### config.mk
export PLATFORM = sky130hd
export DESIGN_NAME = alu_arbiter
export DESIGN_NICKNAME = d
export VERILOG_FILES = /design/src/rtl/alu_arbiter.sv
export SDC_FILE = /design/constraint.sdc
export NUM_CORES = 1
export LEC_CHECK = 0
export CELL_PAD_IN_SITES_DETAIL_PLACEMENT = 0
export CELL_PAD_IN_SITES_GLOBAL_PLACEMENT = 1
export CORE_MARGIN = 2
export CORE_UTILIZATION = 27
export CTS_CLUSTER_DIAMETER = 50
export DETAILED_ROUTE_END_ITERATION = 8
export PLACE_DENSITY_LB_ADDON = 0.1
export SLEW_MARGIN = 10
export SYNTH_ARGS = -nofsm -noshare
export SYNTH_HDL_FRONTEND = slang
export SYNTH_SLANG_ARGS = --single-unit
### constraint.sdc
create_clock -name clk -period 1.8 [get_ports clk]
set_clock_uncertainty 0.2 [all_clocks]
set_input_delay 0.36 -clock clk [delete_from_list [all_inputs] [get_ports clk]]
set_output_delay 0.36 -clock clk [all_outputs]
set_load 0.02 [all_outputs]
### src/rtl/alu_arbiter.sv
// alu_arbiter: round-robin arbiter and sequencer for a shared NBits ALU.
//
// Two requesters each present {op, a, b, cin, use_c} on a valid/ready
// handshake. One request is granted at a time. Legal ops spend one EXEC
// cycle on the ALU, and the result and flags are then returned on a single
// valid/ready response channel tagged with the requester id. Illegal ops
// (9..15) skip the ALU and respond with rsp_err. A carry flag is kept for
// each requester so that multi-word add/sub chains can use use_c.
//
// Ports:
//   clk, rst_n                  clock (rising edge), async active-low reset
//   reqN_valid / reqN_ready     request handshake, N = 0, 1
//   reqN_op, reqN_a, reqN_b     ALU selection code and operands
//   reqN_cin, reqN_use_c        explicit carry-in / use this requester's stored carry
//   rsp_valid / rsp_ready       response handshake
//   rsp_id, rsp_result          issuing requester, ALU result
//   rsp_flags                   {negative, zero, carry_out, overflow}
//   rsp_err                     illegal opcode
//   alu_selection/a/b/carry_in  registered drive to the ALU
//   alu_result, alu_*           ALU result and flags
module alu_arbiter #(
  parameter int NBits = 8
) (
  input  logic             clk,
  input  logic             rst_n,
  input  logic             req0_valid,
  output logic             req0_ready,
  input  logic [3:0]       req0_op,
  input  logic [NBits-1:0] req0_a,
  input  logic [NBits-1:0] req0_b,
  input  logic             req0_cin,
  input  logic             req0_use_c,
  input  logic             req1_valid,
  output logic             req1_ready,
  input  logic [3:0]       req1_op,
  input  logic [NBits-1:0] req1_a,
  input  logic [NBits-1:0] req1_b,
  input  logic             req1_cin,
  input  logic             req1_use_c,
  output logic             rsp_valid,
  input  logic             rsp_ready,
  output logic             rsp_id,
  output logic [NBits-1:0] rsp_result,
  output logic [3:0]       rsp_flags,
  output logic             rsp_err,
  output logic [3:0]       alu_selection,
  output logic [NBits-1:0] alu_a,
  output logic [NBits-1:0] alu_b,
  output logic             alu_carry_in,
  input  logic [NBits-1:0] alu_result,
  input  logic             alu_zero,
  input  logic             alu_overflow,
  input  logic             alu_negative,
  input  logic             alu_carry_out
);

  typedef enum logic [1:0] {
    IDLE = 2'd0,
    EXEC = 2'd1,
    RESP = 2'd2
  } state_t;

  state_t           r_state;
  state_t           w_next;
  logic             r_last_grant;
  logic [1:0]       r_cflag;
  logic [3:0]       r_sel;
  logic [NBits-1:0] r_a;
  logic [NBits-1:0] r_b;
  logic             r_cin;
  logic             r_rsp_id;
  logic [NBits-1:0] r_rsp_result;
  logic [3:0]       r_rsp_flags;
  logic             r_rsp_err;

  logic             w_grant0;
  logic             w_grant1;
  logic             w_hs;
  logic             w_gid;
  logic             w_legal;
  logic             w_cin;
  logic [3:0]       w_op;
  logic [NBits-1:0] w_a;
  logic [NBits-1:0] w_b;

  // Grant and payload mux. When both requesters are valid, the one that was
  // not granted last time wins. Ready is gated by rst_n so that it stays low
  // while reset is asserted.
  always_comb begin
    w_grant0   = req0_valid & (~req1_valid | r_last_grant);
    w_grant1   = req1_valid & (~req0_valid | ~r_last_grant);
    req0_ready = rst_n & (r_state == IDLE) & w_grant0;
    req1_ready = rst_n & (r_state == IDLE) & w_grant1;
    w_hs       = req0_ready | req1_ready;
    w_gid      = req1_ready;
    w_op       = w_gid ? req1_op : req0_op;
    w_a        = w_gid ? req1_a  : req0_a;
    w_b        = w_gid ? req1_b  : req0_b;
    w_cin      = w_gid ? (req1_use_c ? r_cflag[1] : req1_cin)
                       : (req0_use_c ? r_cflag[0] : req0_cin);
    w_legal    = (w_op <= 4'd8);
  end

  always_comb begin
    w_next = r_state;
    case (r_state)
      IDLE:    if (w_hs) w_next = w_legal ? EXEC : RESP;
      EXEC:    w_next = RESP;
      RESP:    if (rsp_ready) w_next = IDLE;
      default: w_next = IDLE;
    endcase
  end

  always_ff @(posedge clk or negedge rst_n) begin
    if (!rst_n) r_state <= IDLE;
    else        r_state <= w_next;
  end

  // rsp_id is written at grant time for both legal and illegal ops. During
  // EXEC it therefore already identifies the owner of the carry flag.
  always_ff @(posedge clk or negedge rst_n) begin
    if (!rst_n) begin
      r_last_grant <= 1'b1;
      r_cflag      <= '0;
      r_sel        <= '0;
      r_a          <= '0;
      r_b          <= '0;
      r_cin        <= 1'b0;
      r_rsp_id     <= 1'b0;
      r_rsp_result <= '0;
      r_rsp_flags  <= '0;
      r_rsp_err    <= 1'b0;
    end else begin
      case (r_state)
        IDLE: begin
          if (w_hs) begin
            r_last_grant <= w_gid;
            r_rsp_id     <= w_gid;
            if (w_legal) begin
              r_sel <= w_op;
              r_a   <= w_a;
              r_b   <= w_b;
              r_cin <= w_cin;
            end else begin
              r_rsp_result <= '0;
              r_rsp_flags  <= '0;
              r_rsp_err    <= 1'b1;
            end
          end
        end
        EXEC: begin
          r_rsp_result      <= alu_result;
          r_rsp_flags       <= {alu_negative, alu_zero, alu_carry_out, alu_overflow};
          r_rsp_err         <= 1'b0;
          r_cflag[r_rsp_id] <= alu_carry_out;
        end
        default: ;
      endcase
    end
  end

  assign rsp_valid     = (r_state == RESP);
  assign rsp_id        = r_rsp_id;
  assign rsp_result    = r_rsp_result;
  assign rsp_flags     = r_rsp_flags;
  assign rsp_err       = r_rsp_err;
  assign alu_selection = r_sel;
  assign alu_a         = r_a;
  assign alu_b         = r_b;
  assign alu_carry_in  = r_cin;

endmodule

==> impl_metrics.json, run 1 <==
{
  "drive_gt1_frac": 0.321,
  "boundaryPins": 99,
  "firstDrtPassIters": 3,
  "start_util": 0.282,
  "worst_hold_slack_ns": 0.294,
  "grt_usage": 0.140,
  "path_max_fanout": 7,
  "crit_arrival_ns": 2.01,
  "placed_cell_area_um2": 3180,
  "whs_endpoint": "rsp_result[0]",
  "max_slew.worst_pin.slew_ns": 0.518,
  "start_kind": "input port",
  "cts_root_buffer": "clkbuf_8",
  "syn-cell-area_um2": 1920,
  "dp_hpwl_um": 3780,
  "synthCells": 133,
  "rr_worst_depth": 8,
  "setup_violations": 36,
  "clockBufferDepth": 2,
  "post-route-util": 0.514,
  "netlist-cell-type-count": 30,
  "synth_seq_area_share": 0.521,
  "combPwrFrac": 0.504,
  "core_area_um2": 6830,
  "cap_violations": 0,
  "slew_viol_final": 0,
  "internal-power_mw": 3.22,
  "endpoint_kind": "flop",
  "nNetsFinal": 329,
  "synth_compound_area_frac": 0.107,
  "die_h_um": 88.4,
  "hold_viol": 0,
  "die_w_um": 88.4,
  "avgSynthCellArea_um2": 14.5,
  "htreeDepth": 2,
  "layout_common_cells": "57 x clkdlybuf4s50_1, 39 x dfrtp_1, 37 x dlygate4sd2_1, 25 x buf_4, 21 x mux2_4",
  "num_antenna_cells": 0,
  "switching_share": 0.349,
  "synth_warnings": 0,
  "clkSlewWorstSetupHoldPaths_ns": 0.08,
  "ant_nets": 0,
  "gp_congestion": 0.729,
  "port_buffers": 98,
  "dieArea_um2": 7810,
  "rsz0062_at_grt": "true",
  "synthAdderAreaFrac": 0,
  "seq_power_share": 0.322,
  "cts_num_sinks": 40,
  "drt-initial-drc-count": 35,
  "via_per_inst": 4.32,
  "syn2layout_area_growth_pct": 82.6,
  "fin_crit_ns": 2.03,
  "core.rowCount": 30,
  "synth_top_family_by_area": "multiplexers",
  "layout_commonest_cell": "clkdlybuf4s50_1",
  "route.detailed.drc": 0,
  "synth-simple-area-share": 0.0501,
  "r2r_setup_slack_ns": -0.21,
  "holdCritStartpoint": "rsp_result[0]",
  "wl_um": 5420,
  "r2r-end": "alu_b[5]",
  "via_count": 1573,
  "synth_fp_nets": 194,
  "timing.rr.start": "r_state[0]",
  "clock_latency_ns": 0.29,
  "power_mw": 4.95,
  "min_period_over_period": 1.13,
  "overflow": 0,
  "violations": "setup timing",
  "worst_ir_drop_vdd_mv": 0.533,
  "hold_path_depth": 1,
  "grt_pass1_wl_um": 8350,
  "antenna_found_initial": 0,
  "hp-class": "reg2reg",
  "clockPowerShare": 0.174,
  "ys_ff_latch": 40,
  "synthMuxAreaShare": 0.295,
  "switchingPower_mw": 1.73,
  "cts_buffers": 5,
  "setup_slack_ns": -0.229,
  "grt_pass1_vias": 1694,
  "max_freq_ghz": 0.493,
  "leakagePower_nw": 1.63,
  "cts_tree": "built",
  "cp.required_ns": 1.78,
  "status": "complete, but fails checks",
  "synth-xor-area-share": 0,
  "relSlewSlack": 0.654,
  "pre_cts_ws_ns": -0.643,
  "grt_max_degree": 41,
  "powerDensity_nw_per_um2": 1410,
  "avgRoutedWirePerCell_um": 14.9,
  "final_area_um2": 3510,
  "critPathKind": "in2reg"
}
[stage by stage]
stage          cells  setup TNS, ns
6_report         364          -5.98
5_1_grt          364          -8.66
4_1_cts          360          -6.98
3_5_place_dp     345         -20.66
3_3_place_gp     345         -20.61
2_1_floorplan    133          -2.76
[final cells by class]
cell class / count / area (µm²)
clock inverter: 2 / 60.1
multi-input combinational: 84 / 976
inverter: 3 / 16.3
clock buffer: 5 / 68.8
fill: 644 / 3320
timing repair buffer: 134 / 1270
sequential: 40 / 1000
tap: 96 / 120
[power groups by stage]
stage               logic, mW  registers (mW)  clock network, mW
floorplan               0.827            2.07                  0
global placement         2.53            1.60                  0
detailed placement       2.55            1.61                  0
CTS                      2.42            1.60              0.898
global route             2.65            1.66              0.942
finish                   2.49            1.59              0.863
[routing by layer]
metal  wire length, µm  GRT usage  part of all wire
met1              2310      0.177              0.43
met2              2720      0.237              0.50
met3               338     0.0382             0.062
met4                53     0.0372            0.0098
met5                 0          0                 0
[cell families after synthesis]
kind of cell | Yosys count
simple gates | 16
flops | 40
buf+inv | 9
compound gates | 23
mux | 45
[cell usage after synthesis, drive strengths merged]
cell     n  area (µm²)
clkbuf   1        3.75
a211oi   1        12.5
dfstp    1        26.3
o31ai    1        7.51
a221o    1        10.0
buf      5        37.5
o21ai    2        10.0
nor3b    1        18.8
mux2    42         537
a221oi   1        15.0
nand2b   3        18.8
nand2    6        25.0
inv      3        11.3
a21oi    2        13.8
a21boi   1        11.3
o22a     1        8.76
mux2i    3        30.0
nor2b    3        18.8
nor3     1        5.00
a22o    12         105
a2111o   1        11.3
dfrtp   39         976
nand3    2        10.0
[what timing repair did]
action	CTS	global route
resized for setup	73	12
pin swaps	5	4
buffers inserted	6	5
endpoints found under the setup margin	72	38
endpoints found under the hold margin	39	0
hold buffers	1	0
gates cloned	1	0
[how the worst max path moves through the flow]
stage                     startpoint          endpoint  cells after the start  slack [ns]
after floorplan           r_state[0]  alu_selection[2]                      5       -0.17
after global placement    req0_op[2]      alu_carry_in                      6       -0.65
after detailed placement  req1_op[2]      alu_carry_in                      6       -0.64
after CTS                 r_state[1]          alu_a[2]                      7       -0.27
after global routing      r_state[0]          alu_a[0]                      8       -0.29
final                     req1_op[2]          alu_b[5]                      7       -0.23
[sequential cells by signal (all words and copies together) (netlist names)]
name           flops
rsp_result         8
r_last_grant       1
alu_carry_in       1
alu_selection      4
rsp_flags          4
rsp_id             1
alu_b              8
r_cflag            2
r_state            2
alu_a              8
rsp_err            1
[critical path, cell delays in order]
cell             delay (ns)
clkdlybuf4s50_1        0.45
nor3_2                 0.25
nor2b_1                0.13
a211oi_4               0.24
buf_6                  0.16
buf_12                 0.13
mux2_4                 0.30
(Power assumes the default switching activity.)
==> run 2, diff against run 1 <==
--- a/config.mk
+++ b/config.mk
@@ -12,2 +12,3 @@
 export CTS_CLUSTER_DIAMETER = 50
+export CTS_CLUSTER_SIZE = 12
 export DETAILED_ROUTE_END_ITERATION = 8
==> constraint.sdc (replaced) <==
create_clock -name clk -period 1.8 [get_ports clk]
set_clock_uncertainty 0.2 [all_clocks]
set_input_delay 0.18 -clock clk [delete_from_list [all_inputs] [get_ports clk]]
set_output_delay 0.18 -clock clk [all_outputs]
set_load 0.01 [all_outputs]
==> impl_metrics.json, run 2 (synthesized netlist as in run 1, its figures left out) <==
{
  "endpoint_kind": "flop",
  "via_per_inst": 4.40,
  "crit_arrival_ns": 1.95,
  "worst_ir_drop_vdd_mv": 0.566,
  "cts_tree": "built",
  "gp_congestion": 0.716,
  "setup_slack_ns": -0.181,
  "fin_cells": 363,
  "dp_cells": 345,
  "cap_violations": 0,
  "clock_latency_ns": 0.28,
  "status": "complete, but fails checks",
  "via_count": 1597,
  "avgRoutedWirePerCell_um": 15.2,
  "cp.required_ns": 1.77,
  "die_h_um": 88.4,
  "tns_ns": -4.04,
  "cts_buffers": 5,
  "min_period_over_period": 1.10,
  "pre_cts_ws_ns": -0.466,
  "core_area_um2": 6830,
  "final_area_um2": 3410,
  "hp-class": "in2reg",
  "antenna_found_initial": 0,
  "route.detailed.drc": 0,
  "overflow": 0,
  "worst_hold_slack_ns": 0.266,
  "grt_pass1_wl_um": 8170,
  "placed_cell_area_um2": 3180,
  "start_util": 0.282,
  "firstDrtPassIters": 4,
  "powerDensity_nw_per_um2": 1340,
  "slew_viol_final": 0,
  "start_kind": "flop",
  "grt_pass1_vias": 1703,
  "path_max_fanout": 7,
  "die_w_um": 88.4,
  "ant_nets": 0,
  "power_mw": 4.57,
  "critPathKind": "reg2reg",
  "post-route-util": 0.500,
  "wl_um": 5530,
  "syn2layout_area_growth_pct": 77.5,
  "leakagePower_nw": 1.50,
  "layout_commonest_cell": "clkdlybuf4s50_1",
  "cts_num_sinks": 40,
  "setup_violations": 36,
  "cts_root_buffer": "clkbuf_8",
  "port_buffers": 98,
  "drive_gt1_frac": 0.303,
  "num_antenna_cells": 0,
  "fin_crit_ns": 1.98,
  "violations": "setup timing",
  "rsz0062_at_grt": "true",
  "grt_usage": 0.139,
  "clockBufferDepth": 2,
  "hold_viol": 0,
  "boundaryPins": 99,
  "nNetsFinal": 328,
  "dp_hpwl_um": 3910,
  "max_slew.worst_pin.slew_ns": 0.515,
  "clkSlewWorstSetupHoldPaths_ns": 0.07,
  "max_freq_ghz": 0.505,
  "layout_common_cells": "94 x clkdlybuf4s50_1, 39 x dfrtp_1, 27 x buf_4, 20 x mux2_4, 17 x mux2_1",
  "relSlewSlack": 0.657,
  "drt-initial-drc-count": 18,
  "dieArea_um2": 7810,
  "core.rowCount": 30,
  "htreeDepth": 2,
  "grt_max_degree": 41
}
[run 2: final timing paths]
check	startpoint	end	slack (ns)	depth (start not counted)
max	r_state[1]	alu_a[3]	-0.18	7
min	rsp_ready	r_state[1]	0.27	2
max reg2reg	r_state[1]	alu_a[3]	-0.18	7
min reg2reg	rsp_result[3]	rsp_result[3]	0.30	1
max in group asynchronous	rst_n	rsp_result[7]	0.70	3
min in group asynchronous	rst_n	alu_a[6]	0.34	3
[run 2: what timing repair did]
item | 4_1_cts | 5_1_grt
hold buffers | 1 | 0
gates cloned | 1 | 1
endpoints found under the setup margin | 37 | 37
pin swaps | 2 | 0
hold endpoints to repair | 39 | 0
setup buffers | 7 | 2
gates resized for setup | 24 | 8
[run 2: worst max-delay path, cell delays in order, from the launching register on]
cell      delay (ns)
dfrtp_1         0.41
nor3b_4         0.23
buf_6           0.14
o21ai_4         0.06
a211oi_4        0.24
buf_6           0.15
buf_8           0.13
mux2_4          0.30
[run 2: area by class of cell]
type | count | area (µm²)
clock buffer | 6 | 72.6
clock inverter | 1 | 5.00
fill | 614 | 3420
inverter | 3 | 13.8
multi-input combinational | 84 | 922
sequential | 40 | 1000
tap | 96 | 120
timing repair buffer | 133 | 1280
[run 2: routing by layer]
| layer | part of all wire | GRT usage |
|---|---|---|
| met1 | 0.41 | 0.165 |
| met2 | 0.51 | 0.242 |
| met3 | 0.071 | 0.0420 |
| met4 | 0.010 | 0.0427 |
| met5 | 0 | 0 |
[run 2: power breakdown]
part / leakage (nW) / internal [mW] / switching, mW / total, mW
combinational: 0.966 / 1.57 / 0.825 / 2.39
sequential: 0.489 / 1.34 / 0.267 / 1.61
clock: 0.0410 / 0.264 / 0.302 / 0.566
==> run 3, diff against run 2 <==
CORE_UTILIZATION = 33   (was 27)
GPL_ROUTABILITY_DRIVEN = 1   (was not set)
clock period = 2.3 ns   (was 1.8 ns; I/O delays follow)
==> impl_metrics.json, run 3 (synthesized netlist as in run 1, its figures left out) <==
{
  "dieArea_um2": 6450,
  "worst_ir_drop_vdd_mv": 0.601,
  "gp_congestion": 0.767,
  "max_freq_ghz": 0.479,
  "ant_nets": 0,
  "crit_top_cell": "buf_4",
  "die_h_um": 80.3,
  "clockBufferDepth": 2,
  "rsz0062_at_grt": "false",
  "tns_ns": 0,
  "core.rowCount": 27,
  "combPwrFrac": 0.495,
  "firstDrtPassIters": 4,
  "critical-path-max-stage-delay_ns": 0.42,
  "seq_power_share": 0.369,
  "core_area_um2": 5570,
  "drive_gt1_frac": 0.223,
  "endpoint_kind": "flop",
  "layout_common_cells": "95 x clkdlybuf4s50_1, 39 x dfrtp_1, 19 x mux2_1, 17 x mux2_4",
  "cts_tree": "built",
  "dp_cells": 308,
  "cts_root_buffer": "clkbuf_8",
  "via_per_inst": 4.70,
  "worst_hold_slack_ns": 0.256,
  "status": "complete, no violations",
  "port_buffers": 98,
  "powerDensity_nw_per_um2": 1070,
  "num_antenna_cells": 0,
  "min_period_over_period": 0.909,
  "internal-power_mw": 2.36,
  "grt_max_degree": 41,
  "switching_share": 0.305,
  "htreeDepth": 2,
  "wl_um": 4930,
  "clock_latency_ns": 0.29,
  "grt_pass1_vias": 1627,
  "boundaryPins": 99,
  "cts_num_sinks": 40,
  "cts_buffers": 5,
  "start_kind": "flop",
  "critPathBufInv": 2,
  "clockPowerShare": 0.136,
  "cap_violations": 0,
  "switchingPower_mw": 1.04,
  "clkSlewWorstSetupHoldPaths_ns": 0.08,
  "antenna_found_initial": 0,
  "path_max_fanout": 6,
  "grt_usage": 0.163,
  "die_w_um": 80.3,
  "setup_violations": 0,
  "fin_crit_ns": 2.09,
  "hp-class": "in2reg",
  "path_cells": "nor3b_4, buf_4, a21oi_2, a211oi_4, buf_4, mux2_1",
  "max_slew.worst_pin.slew_ns": 0.508,
  "via_count": 1499,
  "start_util": 0.345,
  "relSlewSlack": 0.661,
  "layout_commonest_cell": "clkdlybuf4s50_1",
  "nNetsFinal": 307,
  "hold_viol": 0,
  "dp_hpwl_um": 3700,
  "setup_slack_ns": 0.210,
  "overflow": 0,
  "pre_cts_ws_ns": 0.0105,
  "fin_cells": 319,
  "grt_pass1_wl_um": 8030,
  "crit_arrival_ns": 2.06,
  "cpLargestDelayFamily": "flip-flops",
  "syn2layout_area_growth_pct": 64.8,
  "cp.required_ns": 2.27,
  "avgRoutedWirePerCell_um": 15.4,
  "slew_viol_final": 0,
  "drt-initial-drc-count": 64,
  "critPathKind": "reg2reg",
  "route.detailed.drc": 0,
  "leakagePower_nw": 1.39,
  "critical_path.slowest_cell": "dfrtp_1"
}
-- run 3: worst min-delay path: stages --
cell	delay, ns
buf_2	0.11
nor3b_4	0.16
nand3_2	0.10
nand2_1	0.06
nand2_1	0.05
-- run 3: cell type report --
| type | instances | area (µm²) |
|---|---|---|
| clock buffer | 5 | 68.8 |
| clock inverter | 3 | 18.8 |
| fill | 469 | 2400 |
| inverter | 3 | 11.3 |
| multi-input combinational | 84 | 881 |
| sequential | 40 | 1000 |
| tap | 72 | 90.1 |
| timing repair buffer | 112 | 1100 |
-- run 3: final timing paths --
path,cells after the start,start,to,slack [ns]
worst min-delay path,5,rst_n,rsp_id,0.26
min in group asynchronous,3,rst_n,alu_selection[1],0.36
worst max register to register,6,r_state[0],alu_carry_in,0.21
worst min register to register,2,r_last_grant,r_last_grant,0.28
worst max-delay path,6,r_state[0],alu_carry_in,0.21
max in group asynchronous,3,rst_n,r_last_grant,1.17
-- run 3: power groups by stage --
stage	Clock [mW]	Combinational (mW)	Sequential (mW)
final	0.461	1.68	1.25
after global routing	0.524	1.80	1.30
after CTS	0.480	1.70	1.26
after detailed placement	0	1.68	1.26
after global placement	0	1.66	1.25
after floorplan	0	0.636	1.39
-- run 3: repair_timing --
action                                  4_1_cts  5_1_grt
hold buffers                                  1        0
buffers inserted                              1        1
hold endpoints to repair                     39        0
pin swaps                                     1        1
endpoints found under the setup margin        2        1
resized for setup                             2        1
cloned                                        0        0
-- run 3: per-stage QoR --
step	util	area (µm²)	power, mW
final	0.569	3170	3.40
after global routing	0.569	3170	3.63
after CTS	0.567	3160	3.44
after detailed placement	0.547	3050	2.95
after global placement	0.547	3050	2.91
after floorplan	-	1920	2.02
-- run 3: layer usage --
| layer | share of wire | track usage |
|---|---|---|
| met3 | 0.080 | 0.0494 |
| met1 | 0.42 | 0.207 |
| met2 | 0.48 | 0.263 |
| met5 | 0 | 0 |
| met4 | 0.023 | 0.0559 |
